===== src/rtl/fir_mac_sequencer.sv =====
// fir_mac_sequencer
//   Time-multiplexed N-tap FIR controller. A single multiply-accumulate is
//   shared by all taps, one tap per cycle. The block owns the circular sample
//   history, the coefficient register file, the tap counter and the in/out
//   valid/ready handshakes.
//
// Ports
//   clk        in   rising-edge clock
//   reset      in   synchronous, active-low reset
//   coef_we    in   coefficient write strobe (honoured only in IDLE)
//   coef_addr  in   tap index to write
//   coef_data  in   signed coefficient value
//   in_valid   in   x_in holds a sample
//   in_ready   out  block accepts a sample this cycle (IDLE)
//   x_in       in   signed input sample
//   out_valid  out  y_out holds a result
//   out_ready  in   consumer takes y_out this cycle
//   y_out      out  signed, saturated filter output
//   busy       out  high in MAC or OUT

module fir_mac_sequencer #(
  parameter int N     = 16,
  parameter int M     = 8,
  parameter int CW    = 8,
  parameter int SHIFT = CW - 1
) (
  input  logic                 clk,
  input  logic                 reset,
  input  logic                 coef_we,
  input  logic [$clog2(N)-1:0] coef_addr,
  input  logic [CW-1:0]        coef_data,
  input  logic                 in_valid,
  output logic                 in_ready,
  input  logic [M-1:0]         x_in,
  output logic                 out_valid,
  input  logic                 out_ready,
  output logic [M-1:0]         y_out,
  output logic                 busy
);

  localparam int AW   = $clog2(N);
  localparam int PW   = M + CW;
  localparam int ACCW = PW + AW;

  localparam logic [AW-1:0]          LAST    = AW'(N - 1);
  localparam logic [AW:0]            N_W     = (AW + 1)'(N);
  localparam logic signed [ACCW-1:0] SAT_MAX = ACCW'((2 ** (M - 1)) - 1);
  localparam logic signed [ACCW-1:0] SAT_MIN = ACCW'(-(2 ** (M - 1)));

  typedef enum logic [1:0] {
    IDLE,
    MAC,
    OUT
  } state_t;

  state_t state, state_next;

  logic signed [M-1:0]    hist [N];
  logic signed [CW-1:0]   coef [N];
  logic [AW-1:0]          wr_ptr;
  logic [AW-1:0]          k;
  logic signed [ACCW-1:0] acc;

  logic [AW:0]            rd_wide;
  logic [AW-1:0]          rd_ptr;
  logic signed [PW-1:0]   prod;
  logic signed [ACCW-1:0] acc_next;
  logic signed [ACCW-1:0] shifted;
  logic [M-1:0]           sat_y;

  assign in_ready = (state == IDLE);
  assign busy     = (state != IDLE);

  // (wr_ptr - k) mod N, valid for any N, not just powers of two.
  always_comb begin
    rd_wide = {1'b0, wr_ptr} - {1'b0, k};
    if (k > wr_ptr) begin
      rd_wide = rd_wide + N_W;
    end
    rd_ptr = rd_wide[AW-1:0];
  end

  always_comb begin
    prod     = coef[k] * hist[rd_ptr];
    acc_next = acc + {{AW{prod[PW-1]}}, prod};
    shifted  = acc_next >>> SHIFT;
    if (shifted > SAT_MAX) begin
      sat_y = {1'b0, {(M-1){1'b1}}};
    end else if (shifted < SAT_MIN) begin
      sat_y = {1'b1, {(M-1){1'b0}}};
    end else begin
      sat_y = shifted[M-1:0];
    end
  end

  always_comb begin
    state_next = state;
    case (state)
      IDLE:    if (in_valid) state_next = MAC;
      MAC:     if (k == LAST) state_next = OUT;
      OUT:     if (out_ready) state_next = IDLE;
      default: state_next = IDLE;
    endcase
  end

  always_ff @(posedge clk) begin
    if (!reset) begin
      state <= IDLE;
    end else begin
      state <= state_next;
    end
  end

  always_ff @(posedge clk) begin
    if (!reset) begin
      for (int unsigned i = 0; i < N; i++) begin
        hist[i] <= '0;
        coef[i] <= '0;
      end
      wr_ptr    <= '0;
      k         <= '0;
      acc       <= '0;
      y_out     <= '0;
      out_valid <= 1'b0;
    end else begin
      // Writes outside IDLE are dropped; a write coinciding with acceptance
      // lands before the first MAC cycle reads the coefficient file.
      if (state == IDLE && coef_we) begin
        coef[coef_addr] <= coef_data;
      end
      case (state)
        IDLE: begin
          if (in_valid) begin
            hist[wr_ptr] <= x_in;
            acc          <= '0;
            k            <= '0;
          end
        end
        MAC: begin
          acc <= acc_next;
          k   <= k + 1'b1;
          if (k == LAST) begin
            y_out     <= sat_y;
            out_valid <= 1'b1;
          end
        end
        OUT: begin
          if (out_ready) begin
            out_valid <= 1'b0;
            wr_ptr    <= (wr_ptr == LAST) ? '0 : wr_ptr + 1'b1;
          end
        end
        default: ;
      endcase
    end
  end

endmodule


===== config.mk =====
export PLATFORM = sky130hd
export DESIGN_NAME = fir_mac_sequencer
export DESIGN_NICKNAME = d
export VERILOG_FILES = /design/src/rtl/fir_mac_sequencer.sv
export SDC_FILE = /design/constraint.sdc
export NUM_CORES = 1
export LEC_CHECK = 0
export ABC_AREA = 1
export CORE_UTILIZATION = 48
export CTS_CLUSTER_SIZE = 28
export DETAILED_ROUTE_END_ITERATION = 10
export GPL_TIMING_DRIVEN = 1
export PLACE_DENSITY = 0.76
export SYNTH_ARGS = -nofsm -noshare
export SYNTH_HDL_FRONTEND = slang
export SYNTH_SLANG_ARGS = --single-unit

===== constraint.sdc =====
create_clock -name clk -period 10.8 [get_ports clk]
set_input_delay 3.24 -clock clk [delete_from_list [all_inputs] [get_ports clk]]
set_output_delay 3.24 -clock clk [all_outputs]
set_load 0.02 [all_outputs]

==> impl_metrics.env, run 1 <==
export IMPL_hold_class="reg -> reg"
export IMPL_hpwl_mm=28.9
export IMPL_syn_mean_instance_area_um2=9.04
export IMPL_yosysMostFrequentCell="nand2_1"
export IMPL_max_slew_margin_rel=0.286
export IMPL_synthXorXnorAreaFrac=0.0133
export IMPL_chipHeight_um=191
export IMPL_critical_path_depth=41
export IMPL_status="finished, final reports clean"
export IMPL_synth_area_leaders="edfxtp_1 (45%), nand2_1 (8.9%), nor2_1 (7.5%)"
export IMPL_synth_top_area_cell="edfxtp_1"
export IMPL_critPathArrivalTime_ps=8920
export IMPL_drcViolationCount=0
export IMPL_reg2reg_depth=41
export IMPL_dieArea_um2=36600
export IMPL_synth_edf_count=256
export IMPL_rrSetupSlack_ps=2350
export IMPL_grt_pass1_vias=13037
export IMPL_finalSetupTns_ps=0
export IMPL_grt_max_degree=65
export IMPL_grt_ovfl_total=0
export IMPL_grt_pass1_wl_mm=67.0
export IMPL_clk_latency_ps=590
export IMPL_start_kind="register"
export IMPL_synthCells=1905
export IMPL_place_gp_congestion=0.965
export IMPL_ys_flop_type="edfxtp_1"
export IMPL_area_delta_synth_final_pct=10.1
export IMPL_viasPerCell=5.46
export IMPL_synthAdderAreaFrac=0.107
export IMPL_syn_cell_area_um2=17200
export IMPL_ys_seq_area_frac=0.496
export IMPL_synth_compound_area_frac=0.0891
export IMPL_rsz0062_at_grt="false"
export IMPL_yosys_register_bits=299
export IMPL_cts_htree_levels=1
export IMPL_first_iter_violations=1109
export IMPL_fin_skew_ps=18.9
export IMPL_synth_top_family_by_area="simple AND/OR/NAND/NOR gates"
export IMPL_nets=2046
export IMPL_end_kind="register"
export IMPL_start_util=0.487
export IMPL_cp_common_cell="nand2_1"
export IMPL_finalCriticalPeriod_ps=8450
export IMPL_worstHoldEndpoint="acc[0]"
export IMPL_min_delay_start="acc[0]"
export IMPL_synth_area_mux_share=0.0190
export IMPL_netlist_top_cells_count="nand2_1 (410), nor2_1 (342), edfxtp_1 (256)"
export IMPL_regToRegStartpoint="wr_ptr[0]"
export IMPL_ant_nets=0
export IMPL_antenna_found_initial=0
export IMPL_cts_buffers_inserted=31
export IMPL_io_buffers=35
export IMPL_yosys_cell_types_count=46
export IMPL_clock_sinks=299
export IMPL_critPathBufInv=10
export IMPL_worst_pin_slew_ps=1060
export IMPL_cts_root_buf="clkbuf_16"
export IMPL_vias=13072
export IMPL_slowest_stage="fa_2"
export IMPL_pin_count=36
export IMPL_path_max_fanout=38
export IMPL_yosysWarnings=0
export IMPL_setup_viol_count_final=0
export IMPL_required_ps=11270
export IMPL_maxCapViolations=0
export IMPL_fill_cells=3115
export IMPL_finalHoldViolCount=0
export IMPL_cts_tree="built"
export IMPL_syn_num_nets=2043
export IMPL_synthArstFlopShare=0
export IMPL_rows=69
export IMPL_drt_total_wl_mm=41.4
export IMPL_first_pass_iters=6
export IMPL_crit_family="adder cells"
export IMPL_period_share=0.783
export IMPL_regArea_um2=8550
export IMPL_worstSetupPathType="reg -> reg"
export IMPL_synth_simple_gate_area_frac=0.202
export IMPL_path_clk_slew_ps=70
export IMPL_slew_violations=0
export IMPL_die_x_um=191
export IMPL_antennaDiodeCount=0
export IMPL_worstHoldPathCells=2
export IMPL_ctsResizeCount=0
export IMPL_r2r_end="y_out[4]"
export IMPL_critPathMaxStageDelay_ps=1060
export IMPL_multi_input_area_um2=7430
export IMPL_clockBufferDepth=3
export IMPL_drive_gt1_frac=0.0673
export IMPL_fmax_ghz=0.118
export IMPL_wire_per_inst_um=17.3
export IMPL_yosysTopAreaCellShare=0.446
export IMPL_cts_setup_buffers=0
export IMPL_core_um2=35400
export IMPL_cts_hold_buf=0
export IMPL_track_usage=0.234
[worst register-to-register path, delay by kind of cell (launching register included)]
family,cells,cell delay (ps)
compound gates,5,730
flops,1,350
fa+ha+maj,8,4200
buf+inv,10,1260
simple gates,18,1800
[how the worst max path moves through the flow]
stage / from / to / slack [ps]
floorplan: wr_ptr[0] / y_out[0] / 3550
global placement: wr_ptr[0] / y_out[2] / 2670
detailed placement: wr_ptr[0] / y_out[4] / 2420
CTS: wr_ptr[0] / y_out[4] / 2370
global route: wr_ptr[0] / y_out[4] / 1690
finish: wr_ptr[0] / y_out[4] / 2350
[registers in the layout, indices dropped and copies added (netlist names), named ones only]
| name | count |
|---|---|
| acc | 20 |
| state | 2 |
| out_valid | 1 |
| coef | 128 |
| k | 4 |
| wr_ptr | 4 |
| y_out | 8 |
| hist | 128 |
[placed cells by master, fill, tap and decap left out, types with 2 or more instances in the layout]
master           count
clkinv_2             7
inv_2               13
nand3b_1             2
ha_1                54
nand4_1              7
or2_1                2
clkbuf_16           31
nand2_1            410
clkinv_1             5
dfxtp_1             42
clkbuf_1             4
o21ai_2              4
a32o_1              30
o21ai_0             62
nand3_2              2
a32oi_1              2
nor2_2               5
mux2_2               6
nand2_2             23
nor2_1             342
nor3_1               7
or2_2                3
a31oi_2              2
buf_4                7
o21ai_4              3
o211ai_1            11
mux2i_1             26
a21oi_2              4
clkdlybuf4s50_1     34
inv_1              233
edfxtp_1           256
fa_1                57
xor2_1              11
a21oi_1            128
nand3_1             65
clkinvlp_4           2
xnor2_1              7
bufinv_16            6
[layout make-up]
| type | instances | share of cell area |
|---|---|---|
| clock buffer | 35 | 0.0417 |
| clock inverter | 22 | 0.0149 |
| inverter | 247 | 0.0489 |
| multi-input combinational | 1287 | 0.392 |
| sequential | 299 | 0.451 |
| tap | 461 | 0.0304 |
| timing repair buffer | 42 | 0.0210 |
[cells by family (layout without fill, tap and decap cells)]
kind of cell | after synthesis | count (layout)
buf+inv | 319 | 346
fa+ha+maj | 113 | 113
xor+xnor | 21 | 21
mux | 32 | 32
flops | 299 | 299
simple gates | 870 | 870
compound gates | 251 | 251
[per-layer routing]
metal,track usage,vias to the layer above,wire length (um)
li1,-,6239,-
met1,0.301,6204,16700
met2,0.403,536,20400
met3,0.0312,93,2900
met4,0.0821,0,1370
met5,0,-,0
[stage by stage]
| stage | util | std cells | worst slack, ps | hold WS [ps] | instance area (um^2) |
|---|---|---|---|---|---|
| floorplan | - | 1905 | 3550 | 445 | 17200 |
| global placement | 0.505 | 2336 | 2670 | 452 | 17900 |
| detailed placement | 0.505 | 2336 | 2420 | 464 | 17900 |
| CTS | 0.536 | 2393 | 2370 | 474 | 19000 |
| global route | 0.536 | 2393 | 1690 | 491 | 19000 |
| finish | 0.536 | 2393 | 2350 | 472 | 19000 |
Power of run 1 is not shown: default switching activity piles up to over one toggle a cycle in this logic, so the estimate is an artifact.
==> run 2, diff against run 1 <==
- clock period: 10.8 -> 8.3 ns (I/O delays scaled with it)
==> impl_metrics.env, run 2 (synthesis gave the netlist of run 1 again) <==
export IMPL_area_delta_synth_final_pct=11.8
export IMPL_track_usage=0.232
export IMPL_period_share=0.932
export IMPL_final_common_cell="nand2_1"
export IMPL_core_um2=35400
export IMPL_first_iter_violations=1304
export IMPL_nets=2062
export IMPL_grt_ovfl_total=0
export IMPL_place_gp_congestion=0.900
export IMPL_fin_skew_ps=11.2
export IMPL_finalCriticalPeriod_ps=7730
export IMPL_maxCapViolations=0
export IMPL_critPathMaxStageDelay_ps=680
export IMPL_status="finished, final reports clean"
export IMPL_postLayoutCoreUtil=0.544
export IMPL_regToRegStartpoint="wr_ptr[0]"
export IMPL_wire_per_inst_um=17.3
export IMPL_hold_class="reg -> reg"
export IMPL_reg2reg_depth=42
export IMPL_worstSetupPathType="reg -> reg"
export IMPL_cp_common_cell="nand2_1"
export IMPL_viasPerCell=5.45
export IMPL_required_ps=8760
export IMPL_start_util=0.487
export IMPL_clk_latency_ps=580
export IMPL_min_delay_start="out_valid"
export IMPL_pin_count=36
export IMPL_vias=13133
export IMPL_grt_pass1_vias=12749
export IMPL_r2r_end="y_out[5]"
export IMPL_clock_sinks=299
export IMPL_dieArea_um2=36600
export IMPL_path_max_fanout=32
export IMPL_first_pass_iters=5
export IMPL_drcViolationCount=0
export IMPL_cts_root_buf="clkbuf_16"
export IMPL_ant_nets=0
export IMPL_rsz0062_at_grt="false"
export IMPL_grt_max_degree=69
export IMPL_start_kind="register"
export IMPL_clockBufferDepth=3
export IMPL_cts_buffers_inserted=31
export IMPL_finalHoldViolCount=0
export IMPL_most_common_layout_cells="nand2_1 (409), nor2_1 (342), edfxtp_1 (256)"
export IMPL_finalSetupTns_ps=0
export IMPL_rrSetupSlack_ps=570
export IMPL_rows=69
export IMPL_drt_total_wl_mm=41.8
export IMPL_setup_viol_count_final=0
export IMPL_antenna_found_initial=0
export IMPL_io_buffers=35
export IMPL_max_slew_margin_rel=0.358
export IMPL_path_clk_slew_ps=60
export IMPL_cts_hold_buf=0
export IMPL_worst_pin_slew_ps=955
export IMPL_cts_htree_levels=1
export IMPL_cts_tree="built"
export IMPL_end_kind="register"
export IMPL_worstHoldEndpoint="out_valid"
export IMPL_chipHeight_um=191
export IMPL_hpwl_mm=29.1
export IMPL_grt_pass1_wl_mm=66.4
export IMPL_slowest_stage="fa_2"
export IMPL_drive_gt1_frac=0.0790
export IMPL_antennaDiodeCount=0
export IMPL_fmax_ghz=0.129
export IMPL_top_regs="coef (128), hist (128), acc (20)"
export IMPL_worstHoldPathCells=2
export IMPL_die_x_um=191
export IMPL_slew_violations=0
export IMPL_critPathArrivalTime_ps=8190
## run 2: stage by stage
stage	instance area (um^2)	hold slack (ps)	instances	setup WS, ps
CTS	19100	465	2403	371
global placement	18000	452	2345	639
floorplan	17200	445	1905	1050
detailed placement	18000	457	2345	380
global route	19300	486	2410	5.68
finish	19300	461	2410	566
## run 2: how the worst max path moves through the flow
| stage | from | endpoint | slack (ps) | cells past startpoint |
|---|---|---|---|---|
| floorplan | wr_ptr[0] | y_out[0] | 1050 | 42 |
| global placement | wr_ptr[0] | y_out[4] | 640 | 41 |
| detailed placement | wr_ptr[0] | y_out[4] | 380 | 41 |
| CTS | wr_ptr[0] | y_out[4] | 370 | 41 |
| global route | wr_ptr[0] | y_out[4] | 6 | 40 |
| finish | wr_ptr[0] | y_out[5] | 570 | 42 |
## run 2: area by class of cell
class                           count  area, um^2
Fill cell                        3105       16100
Sequential cell                   299        8550
Multi-Input combinational cell   1287        7520
Inverter                          247         927
Clock buffer                       42         847
Timing Repair Buffer               58         591
Tap cell                          461         577
Clock inverter                     16         236
## run 2: metal layers
layer | part of all wire | up-vias | GRT usage | routed length (um)
li1 | - | 6263 | - | -
met1 | 0.41 | 6223 | 0.307 | 17300
met2 | 0.48 | 555 | 0.394 | 20200
met3 | 0.076 | 92 | 0.0329 | 3170
met4 | 0.029 | 0 | 0.0684 | 1230
met5 | 0 | - | 0 | 0
## run 2: timing repair
action	CTS	global route
resized for setup	0	18
buffers inserted	0	5
endpoints found under the setup margin	0	8
## run 2: critical path: cells and delay by family, from the launching register on
family | cells | cell delay (ps)
adders and majority gates | 8 | 3650
and+or+nand+nor | 18 | 1630
buffers and inverters | 10 | 1030
AOI/OAI and AO/OA | 5 | 760
DFF | 1 | 350
xor gates and xnor gates | 1 | 150
Power of run 2 is left out for the same reason.
